File: src/rtl/serial_subtractor_ovf_pkg.sv
// Shared definitions for the bit-serial subtractor.
//   state_t : FSM state encoding (IDLE/SHIFT/DONE, original 2-bit codes kept)
//   ovf_of  : signed overflow from the carries into and out of the MSB
package serial_subtractor_ovf_pkg;

  typedef enum logic [1:0] {
    S_IDLE  = 2'd0,
    S_SHIFT = 2'd1,
    S_DONE  = 2'd2
  } state_t;

  function automatic logic ovf_of(input logic cin_msb, input logic cout_msb);
    return cin_msb ^ cout_msb;
  endfunction

endpackage

File: src/rtl/serial_subtractor_ovf_if.sv
// Handshake/operand bundle for serial_subtractor_ovf.
//   start, A, B                      : requester -> subtractor
//   busy, done, Diff, Overflow, Borrow : subtractor -> requester
// master modport = requester side, slave modport = subtractor side.
interface serial_subtractor_ovf_if #(
  parameter int WIDTH = 4
);
  logic             start;
  logic [WIDTH-1:0] A;
  logic [WIDTH-1:0] B;
  logic             busy;
  logic             done;
  logic [WIDTH-1:0] Diff;
  logic             Overflow;
  logic             Borrow;

  modport master (
    output start, A, B,
    input  busy, done, Diff, Overflow, Borrow
  );

  modport slave (
    input  start, A, B,
    output busy, done, Diff, Overflow, Borrow
  );
endinterface

File: src/rtl/serial_subtractor_ovf_full_adder.sv
// Single-bit full adder cell shared with the parallel adder.
//   a, b, cin : addend bits and carry in
//   sum, cout : sum bit and carry out
module full_adder (
  input  logic a,
  input  logic b,
  input  logic cin,
  output logic sum,
  output logic cout
);
  assign sum  = a ^ b ^ cin;
  assign cout = (a & b) | (a & cin) | (b & cin);
endmodule

File: src/rtl/serial_subtractor_ovf.sv
// Bit-serial two's-complement subtractor: Diff = A - B, LSB first, one bit
// per clock, computed as A + ~B + 1 through a single full_adder cell.
//   clk   : rising-edge clock
//   rst_n : asynchronous active-low reset
//   bus   : serial_subtractor_ovf_if.slave (start/A/B in; busy/done/Diff/
//           Overflow/Borrow out). done pulses one cycle, WIDTH cycles after
//           the accepting edge; Diff/Overflow/Borrow hold until the next result.
// Optional build macro SUB_SATURATE_EN: on signed overflow Diff clamps to
// the signed max (A positive) or min (A negative) instead of wrapping.
module serial_subtractor_ovf
  import serial_subtractor_ovf_pkg::*;
#(
  parameter int WIDTH = 4
) (
  input logic                 clk,
  input logic                 rst_n,
  serial_subtractor_ovf_if.slave bus
);

  localparam int CW = (WIDTH > 1) ? $clog2(WIDTH) : 1;
  localparam logic [CW-1:0] LAST = CW'(WIDTH - 1);

  state_t           state, next_state;
  logic [WIDTH-1:0] a_sr, nb_sr, res_sr;
  logic [WIDTH-1:0] diff_q, diff_next, wrapped;
  logic [CW-1:0]    cnt;
  logic             carry, ovf_q, bor_q;
  logic             fa_sum, fa_cout;
  logic             accept, last_bit;

  full_adder u_fa (
    .a   (a_sr[0]),
    .b   (nb_sr[0]),
    .cin (carry),
    .sum (fa_sum),
    .cout(fa_cout)
  );

  assign accept   = (state == S_IDLE) && bus.start;
  assign last_bit = (state == S_SHIFT) && (cnt == LAST);
  assign wrapped  = {fa_sum, res_sr[WIDTH-1:1]};

  always_ff @(posedge clk or negedge rst_n) begin
    if (!rst_n) state <= S_IDLE;
    else        state <= next_state;
  end

  always_comb begin
    next_state = state;
    unique case (state)
      S_IDLE:  if (bus.start) next_state = S_SHIFT;
      S_SHIFT: if (cnt == LAST) next_state = S_DONE;
      S_DONE:  next_state = S_IDLE;
      default: next_state = S_IDLE;
    endcase
  end

  // On the final bit the operand register has shifted A's MSB down to
  // a_sr[0], so the clamp direction is taken from there.
  always_comb begin
    diff_next = wrapped;
`ifdef SUB_SATURATE_EN
    if (ovf_of(carry, fa_cout))
      diff_next = a_sr[0] ? {1'b1, {(WIDTH-1){1'b0}}} : {1'b0, {(WIDTH-1){1'b1}}};
`endif
  end

  always_ff @(posedge clk or negedge rst_n) begin
    if (!rst_n) begin
      a_sr   <= '0;
      nb_sr  <= '0;
      res_sr <= '0;
      cnt    <= '0;
      carry  <= 1'b0;
      diff_q <= '0;
      ovf_q  <= 1'b0;
      bor_q  <= 1'b0;
    end else if (accept) begin
      a_sr   <= bus.A;
      nb_sr  <= ~bus.B;
      res_sr <= '0;
      cnt    <= '0;
      carry  <= 1'b1;
    end else if (state == S_SHIFT) begin
      res_sr <= wrapped;
      a_sr   <= {1'b0, a_sr[WIDTH-1:1]};
      nb_sr  <= {1'b0, nb_sr[WIDTH-1:1]};
      carry  <= fa_cout;
      cnt    <= cnt + CW'(1);
      // Published result regs update only here, so Diff stays stable while
      // later bits are still being shifted.
      if (last_bit) begin
        diff_q <= diff_next;
        ovf_q  <= ovf_of(carry, fa_cout);
        bor_q  <= ~fa_cout;
      end
    end
  end

  assign bus.busy     = (state != S_IDLE);
  assign bus.done     = (state == S_DONE);
  assign bus.Diff     = diff_q;
  assign bus.Overflow = ovf_q;
  assign bus.Borrow   = bor_q;

endmodule

File: src/flat_wrapper.sv
// flat-port wrapper written by rule: the top's interface ports become plain ports
module serial_subtractor_ovf_flat import serial_subtractor_ovf_pkg::*;
#(
  parameter int WIDTH = 4
)
  (clk, rst_n, bus_start, bus_A, bus_B, bus_busy, bus_done, bus_Diff, bus_Overflow, bus_Borrow);
  serial_subtractor_ovf_if #(.WIDTH(WIDTH)) bus_i ();
  input logic clk;
  input logic rst_n;
  input wire logic [$bits(bus_i.start)-1:0] bus_start;
  input wire logic [$bits(bus_i.A)-1:0] bus_A;
  input wire logic [$bits(bus_i.B)-1:0] bus_B;
  output wire logic [$bits(bus_i.busy)-1:0] bus_busy;
  output wire logic [$bits(bus_i.done)-1:0] bus_done;
  output wire logic [$bits(bus_i.Diff)-1:0] bus_Diff;
  output wire logic [$bits(bus_i.Overflow)-1:0] bus_Overflow;
  output wire logic [$bits(bus_i.Borrow)-1:0] bus_Borrow;
  assign bus_i.start = bus_start;
  assign bus_i.A = bus_A;
  assign bus_i.B = bus_B;
  assign bus_busy = bus_i.busy;
  assign bus_done = bus_i.done;
  assign bus_Diff = bus_i.Diff;
  assign bus_Overflow = bus_i.Overflow;
  assign bus_Borrow = bus_i.Borrow;
  serial_subtractor_ovf #(.WIDTH(WIDTH)) u_core (.clk(clk), .rst_n(rst_n), .bus(bus_i));
endmodule
File: config.mk
export PLATFORM = sky130hd
export DESIGN_NAME = serial_subtractor_ovf_flat
export DESIGN_NICKNAME = d
export VERILOG_FILES = /design/src/rtl/serial_subtractor_ovf_pkg.sv /design/src/rtl/serial_subtractor_ovf_if.sv /design/src/rtl/serial_subtractor_ovf_full_adder.sv /design/src/rtl/serial_subtractor_ovf.sv /design/src/flat_wrapper.sv
export SDC_FILE = /design/constraint.sdc
export NUM_CORES = 1
export LEC_CHECK = 0
export ABC_CLOCK_PERIOD_IN_PS = 1300
export CAP_MARGIN = 10
export CELL_PAD_IN_SITES_DETAIL_PLACEMENT = 0
export CELL_PAD_IN_SITES_GLOBAL_PLACEMENT = 1
export CORE_MARGIN = 2
export CORE_UTILIZATION = 35
export CTS_CLUSTER_DIAMETER = 40
export CTS_CLUSTER_SIZE = 20
export DETAILED_ROUTE_END_ITERATION = 12
export HOLD_SLACK_MARGIN = 0.1
export PLACE_DENSITY_LB_ADDON = 0.1
export SLEW_MARGIN = 10
export SYNTH_ARGS = -nofsm -noshare
export SYNTH_HDL_FRONTEND = slang
export SYNTH_SLANG_ARGS = --single-unit
File: constraint.sdc
create_clock -name clk -period 1.3 [get_ports clk]
set_input_delay 0.195 -clock clk [delete_from_list [all_inputs] [get_ports clk]]
set_output_delay 0.195 -clock clk [all_outputs]
set_load 0.1 [all_outputs]
==> flow_summary.json, run 1 <==
{
  "outcome": "complete, but fails checks",
  "min-delay-path-class": "in -> async",
  "yosys_warnings": 0,
  "grt_overflow": 0,
  "placed_cell_area_um2": 1320,
  "ff2ff_setup_slack_ns": 0.03,
  "post_cts_hold_buffer_count": 0,
  "floorplan.die_area_um2": 3290,
  "worst_slack_ns": -0.0444,
  "drtAntennaViolNets": 0,
  "detail_route_met2_wl_um": 964,
  "rows": 19,
  "ff_latch_area_um2": 553,
  "clock.fmax_ghz": 0.744,
  "synth_top_area_share_pct": 55.3,
  "design.portCount": 19,
  "clk_root_buffer_cell": "sky130_fd_sc_hd__clkbuf_4",
  "met3_length_um": 101,
  "antenna_found_initial": 0,
  "initialDrtViolationCount": 21,
  "crit_chain": "buf_6, nor2_4, buf_12",
  "ys_types": 20,
  "syn_area_um2": 996,
  "detail_route.first_pass.iterations": 4,
  "fin_skew_ns": 0.00110,
  "avgSynthCellArea_um2": 11.3,
  "track_usage_pct": 14.3,
  "ctsHtreeMaxLevel": 1,
  "relSlewSlack_pct": 79.4,
  "crit_path_end_kind": "output port",
  "stdcell_area_um2": 1460,
  "yosysTopAreaCell": "sky130_fd_sc_hd__dfrtp_1",
  "place_hpwl_mm": 1.41,
  "grt_pass1_wl_mm": 3.68,
  "timing.setup.critical_path_class": "reg -> out",
  "vias_per_cell": 4.97,
  "initial_core_util_pct": 36.4,
  "syn2layout_area_growth_pct": 46.1,
  "max_stage_delay_ns": 0.45,
  "synth_seq_cells": 22,
  "routedLengthMet1_um": 964,
  "synth-async-reset-ratio_pct": 100,
  "tritoncts": "done",
  "routed.top_layer": "met4",
  "place.port_buffers": 18,
  "worst_r2r_startpoint": "u_core.state[1]",
  "fp.coreArea_um2": 2730,
  "worst_ep_required_time_ns": 1.11,
  "fillCellCount": 249,
  "number_of_global_route_vias_before_repair": 803,
  "r2r_endpoint": "u_core.bus.Diff[2]",
  "syn_nets": 101,
  "yosysSeqAreaShare_pct": 55.3,
  "violations": "setup timing",
  "postSynthCellCount": 88,
  "synth-edff-count": 0,
  "cts.path.max_buffers": 2,
  "min_period_over_period_pct": 103,
  "cts.sink_count": 22,
  "detail_route.wl_per_cell_um": 13.4,
  "cts_made_buffers": 3,
  "rsz0062_at_grt": "true",
  "critical_path_arrival_ns": 1.15,
  "path_clk_slew_ns": 0.12,
  "post_synth_main_area_contributors": "sky130_fd_sc_hd__dfrtp_1, sky130_fd_sc_hd__o22ai_1, sky130_fd_sc_hd__mux2_4",
  "fin_crit_ns": 1.34,
  "tightestPinTransition_ns": 0.308,
  "synth_flop_cell": "sky130_fd_sc_hd__dfrtp_1",
  "timing.critical_path.slowest_stage_cell": "sky130_fd_sc_hd__dfrtp_2",
  "die-height_um": 57.3,
  "finalSetupViolations": 2,
  "die_x_um": 57.3,
  "drv_cap": 0,
  "cell_type_group_with_the_largest_total_delay_on_the_critical_path": "flip-flops",
  "grt_start_max_net_pins": 23,
  "r2r.worst_path.cells": 3,
  "worst-path-buf-inv": 2,
  "post_route_cells_drive_above_1_share_pct": 34.7,
  "postRouteWirelength_mm": 2.04,
  "number_of_endpoints_with_negative_hold_slack_in_the_final_report": 0,
  "vias": 756,
  "crit_fanout": 3,
  "clock_latency_reported_for_the_late_side_of_the_worst_skew_pair_ns": 0.30,
  "num_antenna_cells": 0,
  "drc_errors": 0,
  "gp_congestion": 0.729,
  "timing.final.max_slew_violations": 0,
  "worst_setup_path_start_kind": "flip-flop",
  "num-nets-final": 135,
  "multi_input_area_um2": 404
}
==> layout make-up <==
cell class	count	share of cell area (%)
Timing Repair Buffer	33	26.1
Clock buffer	4	2.49
Tap cell	31	2.67
Inverter	10	2.92
Sequential cell	22	38.0
Multi-Input combinational cell	52	27.8
==> registers in the layout, indices dropped and copies added, names as in the netlist <==
name / flops
u_core.bus.Diff: 4
u_core.carry: 1
u_core.state: 2
u_core.cnt: 2
u_core.res_sr: 3
u_core.nb_sr: 4
u_core.bus.Overflow: 1
u_core.bus.Borrow: 1
u_core.a_sr: 4
==> timing repair <==
item / 4_1_cts / 5_1_grt
cloned: 0 / 0
setup buffers: 6 / 2
gates resized for setup: 9 / 3
endpoints found under the setup margin: 2 / 17
pin swaps: 1 / 0
==> per-layer routing <==
layer | global-route usage [%] | vias up
met5 | 0 | -
met4 | 3.99 | 0
met3 | 2.95 | 2
met2 | 22.7 | 19
met1 | 19.9 | 359
li1 | - | 376
==> per-stage QoR <==
stage	util, %	setup TNS [ns]	instances	setup slack, ns	hold WS [ns]
2_1_floorplan	-	0	88	0.0477	-0.101
3_3_place_gp	48.4	-0.0212	140	-0.0212	0.485
3_5_place_dp	48.4	-0.0802	140	-0.0343	0.496
4_1_cts	52.2	-0.101	150	-0.0540	0.227
5_1_grt	53.2	-0.221	152	-0.0946	0.246
6_report	53.2	-0.0841	152	-0.0444	0.222
==> cell usage after synthesis, types with 2 or more instances <==
library cell and n:
sky130_fd_sc_hd__a22o_1 3, sky130_fd_sc_hd__mux2_4 4, sky130_fd_sc_hd__o22ai_1 12, sky130_fd_sc_hd__a21oi_1 7, sky130_fd_sc_hd__buf_4 3, sky130_fd_sc_hd__inv_1 9
sky130_fd_sc_hd__nor2_1 3, sky130_fd_sc_hd__dfrtp_1 22, sky130_fd_sc_hd__nand2_1 6, sky130_fd_sc_hd__o31ai_1 2, sky130_fd_sc_hd__nand2b_1 3, sky130_fd_sc_hd__o21ai_0 6
==> cell families (layout without fill, tap and decap cells) <==
| logic type | Yosys count | after routing | share of synthesized area [%] |
|---|---|---|---|
| and+or+nand+nor | 13 | 13 | 7.29 |
| muxes | 4 | 4 | 6.03 |
| adders and majority gates | 2 | 2 | 3.27 |
| xor gates and xnor gates | 1 | 1 | 0.880 |
| AOI/OAI and AO/OA | 32 | 32 | 20.1 |
| DFF | 22 | 22 | 55.3 |
| buffers and inverters | 14 | 47 | 7.16 |
==> worst max path at each step <==
stage / start / end / slack (ns) / cells after the start
2_1_floorplan: u_core.state[1] / bus_done / 0.05 / 2
3_3_place_gp: bus_start / u_core.carry / -0.02 / 4
3_5_place_dp: bus_start / u_core.carry / -0.03 / 4
4_1_cts: u_core.state[0] / bus_done / -0.05 / 3
5_1_grt: u_core.state[0] / bus_done / -0.09 / 3
6_report: u_core.state[0] / bus_done / -0.04 / 3
==> placed cells by master, fill, tap and decap left out, types with 2 or more instances in the layout <==
cell type                          n
sky130_fd_sc_hd__dfrtp_2           2
sky130_fd_sc_hd__a22o_1            3
sky130_fd_sc_hd__buf_12            8
sky130_fd_sc_hd__buf_4            13
sky130_fd_sc_hd__o22ai_1          12
sky130_fd_sc_hd__o21ai_0           6
sky130_fd_sc_hd__nand2b_2          2
sky130_fd_sc_hd__mux2_4            4
sky130_fd_sc_hd__nand2_1           5
sky130_fd_sc_hd__a21oi_1           7
sky130_fd_sc_hd__clkdlybuf4s50_1  10
sky130_fd_sc_hd__nor2_1            2
sky130_fd_sc_hd__o31ai_1           2
sky130_fd_sc_hd__dfrtp_1          20
sky130_fd_sc_hd__inv_1             8
sky130_fd_sc_hd__buf_6             2
sky130_fd_sc_hd__inv_4             2
sky130_fd_sc_hd__clkbuf_4          3
==> worst register-to-register path, stage by stage, from the launching register on <==
cell and delay [ns]:
sky130_fd_sc_hd__dfrtp_2 0.45, sky130_fd_sc_hd__buf_4 0.17, sky130_fd_sc_hd__nand3b_4 0.23, sky130_fd_sc_hd__mux2_4 0.33
Power of run 1 is not shown: default switching activity piles up to over one toggle a cycle in this logic, so the estimate is an artifact.
==> run 2, diff against run 1 <==
SLEW_MARGIN = 15   (was 10)
==> results of run 2 <==
Same layout as run 1: the final DEF is identical, and so are final timing and power.
Power of run 2 is left out for the same reason.
